File: src/rtl/button_conditioner.sv
// Per-channel button debouncer with registered press/release pulses.
// Define BUTTON_AUTOREPEAT_EN to re-issue press while a button stays held.
module button_conditioner #(
    parameter int CHANNELS      = 4,
    parameter int STABLE_CYCLES = 1024,
    parameter int CNT_BITS      = 11,
    parameter int REPEAT_CYCLES = 1000
) (
    input  logic                clk,
    input  logic                reset,
    input  logic [CHANNELS-1:0] raw,
    output logic [CHANNELS-1:0] level,
    output logic [CHANNELS-1:0] press,
    output logic [CHANNELS-1:0] release_pulse,
    output logic                any_press
);

    typedef enum logic [1:0] {
        IDLE_LOW,
        CONFIRM_HIGH,
        HELD_HIGH,
        CONFIRM_LOW
    } state_e;

    localparam logic [CNT_BITS-1:0] STABLE_LAST = CNT_BITS'(STABLE_CYCLES - 1);

    state_e              state_q [CHANNELS];
    state_e              state_d [CHANNELS];
    logic [CNT_BITS-1:0] cnt_q   [CHANNELS];
    logic [CNT_BITS-1:0] cnt_d   [CHANNELS];
    logic [CHANNELS-1:0] press_q, press_d;
    logic [CHANNELS-1:0] release_q, release_d;
    logic                any_press_q, any_press_d;

`ifdef BUTTON_AUTOREPEAT_EN
    localparam logic [CNT_BITS-1:0] REPEAT_LAST = CNT_BITS'(REPEAT_CYCLES - 1);
    logic [CNT_BITS-1:0] rcnt_q [CHANNELS];
    logic [CNT_BITS-1:0] rcnt_d [CHANNELS];
`else
    localparam int unused_repeat_cycles = REPEAT_CYCLES;
`endif

    always_comb begin
        for (int i = 0; i < CHANNELS; i++) begin
            state_d[i]   = state_q[i];
            cnt_d[i]     = cnt_q[i];
            press_d[i]   = 1'b0;
            release_d[i] = 1'b0;
`ifdef BUTTON_AUTOREPEAT_EN
            // Cleared whenever the channel is not remaining in HELD_HIGH
            rcnt_d[i]    = '0;
`endif
            unique case (state_q[i])
                IDLE_LOW: begin
                    if (raw[i]) begin
                        state_d[i] = CONFIRM_HIGH;
                        cnt_d[i]   = '0;
                    end
                end
                CONFIRM_HIGH: begin
                    if (!raw[i]) begin
                        state_d[i] = IDLE_LOW;
                    end else if (cnt_q[i] == STABLE_LAST) begin
                        state_d[i] = HELD_HIGH;
                        press_d[i] = 1'b1;
                    end else begin
                        cnt_d[i] = cnt_q[i] + 1'b1;
                    end
                end
                HELD_HIGH: begin
                    if (!raw[i]) begin
                        state_d[i] = CONFIRM_LOW;
                        cnt_d[i]   = '0;
                    end
`ifdef BUTTON_AUTOREPEAT_EN
                    else if (rcnt_q[i] == REPEAT_LAST) begin
                        press_d[i] = 1'b1;
                    end else begin
                        rcnt_d[i] = rcnt_q[i] + 1'b1;
                    end
`endif
                end
                CONFIRM_LOW: begin
                    if (raw[i]) begin
                        state_d[i] = HELD_HIGH;
                    end else if (cnt_q[i] == STABLE_LAST) begin
                        state_d[i]   = IDLE_LOW;
                        release_d[i] = 1'b1;
                    end else begin
                        cnt_d[i] = cnt_q[i] + 1'b1;
                    end
                end
                default: state_d[i] = IDLE_LOW;
            endcase
        end
        any_press_d = |press_d;
    end

    always_ff @(posedge clk) begin
        if (reset) begin
            for (int i = 0; i < CHANNELS; i++) begin
                state_q[i] <= IDLE_LOW;
                cnt_q[i]   <= '0;
`ifdef BUTTON_AUTOREPEAT_EN
                rcnt_q[i]  <= '0;
`endif
            end
            press_q     <= '0;
            release_q   <= '0;
            any_press_q <= 1'b0;
        end else begin
            for (int i = 0; i < CHANNELS; i++) begin
                state_q[i] <= state_d[i];
                cnt_q[i]   <= cnt_d[i];
`ifdef BUTTON_AUTOREPEAT_EN
                rcnt_q[i]  <= rcnt_d[i];
`endif
            end
            press_q     <= press_d;
            release_q   <= release_d;
            any_press_q <= any_press_d;
        end
    end

    always_comb begin
        for (int i = 0; i < CHANNELS; i++) begin
            level[i] = (state_q[i] == HELD_HIGH) || (state_q[i] == CONFIRM_LOW);
        end
    end

    assign press         = press_q;
    assign release_pulse = release_q;
    assign any_press     = any_press_q;

endmodule

File: config.mk
export PLATFORM = sky130hd
export DESIGN_NAME = button_conditioner
export DESIGN_NICKNAME = d
export VERILOG_FILES = /design/src/rtl/button_conditioner.sv
export SDC_FILE = /design/constraint.sdc
export NUM_CORES = 1
export LEC_CHECK = 0
export ABC_AREA = 0
export CAP_MARGIN = 10
export CORE_MARGIN = 4
export CORE_UTILIZATION = 53
export CTS_CLUSTER_SIZE = 12
export DETAILED_ROUTE_END_ITERATION = 7
export PLACE_DENSITY = 0.73
export SYNTH_ARGS = -nofsm -noshare
export SYNTH_HDL_FRONTEND = slang
export SYNTH_SLANG_ARGS = --single-unit
File: constraint.sdc
create_clock -name clk -period 1.8 [get_ports clk]
set_input_delay 0.36 -clock clk [delete_from_list [all_inputs] [get_ports clk]]
set_output_delay 0.36 -clock clk [all_outputs]
set_load 0.005 [all_outputs]
### After elaboration in Yosys (flattened, before gate mapping)

Memory sizes are Yosys's and may differ from the RTL's.
Cells that the tools add are included.

* bits in registers: 9
* bits in latches: 0
* memory bits (writable): 52
* ROM bits: 0
* input bits: 6
* output and inout port bits: 13
* word-level logic and storage cells: 128
* memories: 2

* $add $sub $neg: 4
* multiply operators: 0
* div/mod/pow operators: 0
* magnitude comparators: 0
* eq/ne operators: 16
* shift operators: 0
* muxes and demuxes: 75
* bitwise gates (word level): 12
* reductions and logical operators: 13

Memory list
* cnt_q: depth 4, bits a word 11, rd ports 4, clocked after Yosys merged registers in 0, write ports 4, line 29 `logic [CNT_BITS-1:0] cnt_q [CHANNELS];`
* state_q: depth 4, bits a word 2, rd ports 4, clocked after Yosys merged registers in 0, write ports 4, line 27 `state_e state_q [CHANNELS];`

Operators by type and width (count)
* two-way mux 11 bit: 24
* case mux 11 bit (4 select lines): 4
* two-way mux 2 bit: 28
* adder 11 x 1 -> 11 bit, second input constant: 4
* == test 11 x 10 -> 1 bit, second input constant: 4
* case mux 2 bit (4 select lines): 4
* == test 2 bit, second input constant: 8
* two-way mux 1 bit: 15
* OR reduction 3 bit: 4
* == test 2 x 1 -> 1 bit, second input constant: 4
* logical NOT 2 bit: 4
* OR 1 bit: 8
* logical OR 1 bit: 4
* inverter 1 bit: 4
* OR reduction 4 bit: 1

### Depth between registers and ports, before layout

* word-level depth: 5
* gate-level depth with buffers: 6
* depth with buffers taken out: 5

### Worst setup path before layout

OpenSTA, ideal clock, no wires.

* path type: reg-to-reg
* start: mem cnt_q[2][0]
* end: mem cnt_q[2][9]
* library setup time: 0.151 ns
* data arrival time: 1.592 ns
* data required time: 1.649 ns
* setup slack: 0.057 ns
* cell stages (with the launch flop): 7
* buffers on the path: 1
* period minus slack after synthesis: 1.743 ns
* cells stage by stage: dfxtp_1 -> ha_1 -> nand2_1 -> or4_1 -> clkbuf_1 -> nand2_1 -> o221ai_1

RTL lines (line)
* start: declaration: 29

==> qor.txt <==
Comb power frac - 0.063
DRC viols - 0
Hold-fix buffers, CTS - 0
Area Growth Syn to Fin - 34.5%
I/O pins - 19
core area - 5170 sq um
via density per instance - 5.78
Detail Route Antenna Nets - 0
slowest CP cell - or4_4
Pre-Repair DR Iteration Count - 4
clk sinks - 61
delay-heaviest family, CP - simple AND/OR/NAND/NOR gates
slew of the pin with the lowest slew margin - 0.580 ns
Antenna Cells - 0
Worst R2R End - any_press
CP Cell Sequence - nand4_1 -> buf_4 -> or4_4 -> nor4b_4 -> or4_1
crit path from - cnt_q[1][6]
total power - 2.72 mW
largest net degree at the start of global routing - 19
total global routing overflow - 0
YS warnings - 0
final worst path period share - 0.956
layout cells sized above 1 - 0.262
GRT Util Overall - 0.221
leakage power - 1.35 nW
Routed WL - 6.90 mm
dominant synthesized flop cell - dfxtp_1
status - completed
most frequent cells in the layout - buf_4, dfxtp_1, a21oi_1
post-synthesis register bit count - 61
Placed Cells - 468
final-report max-slew violation count - 0
R2R Path Start - cnt_q[1][6]
Worst Path Required - 2.09 ns
clock share of power - 0.435
CP Depth - 5
Worst setup EP type - flip-flop
WL/cell - 14.2 um
worst path arrival time - 2.01 ns
Root Driver - clkbuf_8
cell-internal power - 2.08 mW
post-synth cell types - 52
vias in the first global route - 2635
Starting DRT DRC Count - 126
fraction of registers with async set or reset after synthesis - 0
Worst-Skew Late Latency - 0.34 ns
Clock Path Buffers - 2
critical path type - reg -> reg
die width - 81.7 um
Post-Syn Instances - 329
# setup viols final - 0
Seq/Total Area, Yosys - 0.424
number of CTS-inserted buffers - 9
worst hold slack - 0.465 ns
Mapped Nets - 339
Final nets - 421
global-route wire length before repair - 11.6 mm
Final Hold Vio Count - 0
CP Launch Type - flip-flop
Critical Path End - any_press
Max-cap violations - 0
Max rail drop VDD - 0.496 mV
Layout fillers - 366
skew final - 0.00899 ns
chip height - 81.7 um
worst path bufs/invs - 1
Post-synth EDFFs - 0
RSZ-0062 raised after global routing - yes
Cell Count, Final, Fillers Out - 486
most common cell after layout, fill and taps aside - buf_4
Fmax - 581 MHz
num rows - 26
number of port buffers - 18
worst min path class - reg -> reg
number of H-tree levels - 3
gp weighted congestion - 0.851
Clock transition at path regs - 0.07 ns
CTS tree - yes
Place WS - -0.261 ns
Vias - 2808
Max-slew headroom - 0.612
fin worst setup slack - 0.0785 ns
sequential power share - 0.502
crit-path max FO - 3
min cycle time layout - 1.72 ns
total die area - 6680 sq um
FF-to-FF path depth - 5
slowest stage delay, CP - 0.52 ns
switching power - 0.644 mW
effective utilization at floorplan - 0.557
switching part of the total - 0.237
syn_area_per_cell - 8.75 sq um
DP HPWL - 4.82 mm
PwrDens - 702 nW/um^2
Mapped Area - 2880 sq um
initial antenna violation count - 0
Final Util - 0.749
reg2reg setup slack - 0.08 ns
[Yosys cell counts (2+ instances only)]
library cell / number / area, sq um
a211oi_1: 2 / 15.0
nor4_1: 7 / 43.8
and4b_1: 4 / 40.0
nand4b_1: 2 / 17.5
or3_1: 12 / 75.1
a21o_1: 2 / 15.0
nor2_1: 15 / 56.3
o221ai_1: 3 / 26.3
nand3_1: 20 / 100
dfxtp_1: 61 / 1220
buf_2: 3 / 15.0
clkbuf_1: 11 / 41.3
o2111ai_1: 2 / 17.5
mux2i_1: 4 / 40.0
and2_1: 2 / 12.5
nor4_2: 2 / 25.0
a31oi_1: 7 / 43.8
nand2_1: 27 / 101
ha_1: 4 / 50.1
nor3_1: 5 / 25.0
a311oi_1: 4 / 35.0
o31ai_1: 7 / 52.6
nand4_1: 12 / 75.1
o41ai_2: 2 / 32.5
or2_2: 2 / 12.5
inv_1: 12 / 45.0
o21ai_0: 11 / 55.1
xor2_1: 3 / 26.3
a21oi_1: 28 / 140
or4b_1: 2 / 20.0
or4_1: 12 / 90.1
and4_1: 2 / 17.5
nand2b_1: 9 / 56.3
o211ai_1: 2 / 15.0
o22ai_1: 3 / 18.8
o21ai_1: 3 / 15.0
xnor2_1: 5 / 43.8
[cell type report]
cell class / count / area, sq um / area share
multi-input combinational: 241 / 1620 / 0.418
sequential: 61 / 1230 / 0.317
timing repair buffer: 86 / 703 / 0.182
clock buffer: 10 / 128 / 0.0329
tap: 70 / 87.6 / 0.0226
clock inverter: 6 / 63.8 / 0.0165
inverter: 12 / 45.0 / 0.0116
[worst min-delay path by stage]
| stage | start | endpoint | slack [ns] | cells after the start |
|---|---|---|---|---|
| 5_1_grt | cnt_q[1][10] | cnt_q[1][10] | 0.49 | 2 |
| 2_1_floorplan | cnt_q[3][10] | cnt_q[3][10] | 0.42 | 2 |
| 6_report | cnt_q[3][10] | cnt_q[3][10] | 0.46 | 2 |
| 4_1_cts | cnt_q[3][10] | cnt_q[3][10] | 0.47 | 2 |
| 3_5_place_dp | cnt_q[1][10] | cnt_q[1][10] | 0.44 | 2 |
| 3_3_place_gp | cnt_q[1][10] | cnt_q[1][10] | 0.43 | 2 |
[flip-flops by register name, summed over array words and instances, names as in the netlist, named ones only]
name           cells
cnt_q             44
press              4
release_pulse      4
state_q            4
any_press          1
[metrics by stage]
| stage | instance area [sq um] | TNS, ns |
|---|---|---|
| after CTS | 3790 | -0.00987 |
| after floorplan | 2880 | 0 |
| final | 3870 | 0 |
| after detailed placement | 3590 | -3.75 |
| after global routing | 3870 | -0.0470 |
| after global placement | 3590 | -2.45 |
[worst min-delay path, cell delays in order (launching register included)]
cell and delay (ns):
dfxtp_1 0.33, nand2_1 0.06, a21oi_1 0.04
[cell families (layout without fill, tap and decap cells)]
family,after synthesis,count (layout),share of synthesized area
AO/OA/AOI/OAI,81,81,0.182
flip-flops,61,61,0.424
XOR/XNOR,9,9,0.0300
buffers and inverters,27,114,0.0382
adder cells (fa/ha/maj),4,4,0.0174
multiplexers,5,5,0.0178
AND/OR/NAND/NOR,142,142,0.290
[metal layers]
layer	vias to the layer above	track usage	wire length [um]
met4	0	0.0880	64
met5	-	0	0
met2	52	0.354	3390
li1	1411	-	-
met1	1337	0.282	3160
met3	8	0.0592	284
[power groups by stage]
stage,sequential (mW),clock (mW),combinational [mW]
2_1_floorplan,1.40,0,0.0738
3_3_place_gp,1.39,0,0.159
3_5_place_dp,1.40,0,0.164
4_1_cts,1.36,1.22,0.166
5_1_grt,1.37,1.27,0.188
6_report,1.37,1.18,0.172
[what timing repair did]
item,CTS,global route
gates resized for setup,2,15
pin swaps,0,3
setup endpoints to repair,10,23
setup buffers,0,2
(Power assumes the default switching activity.)
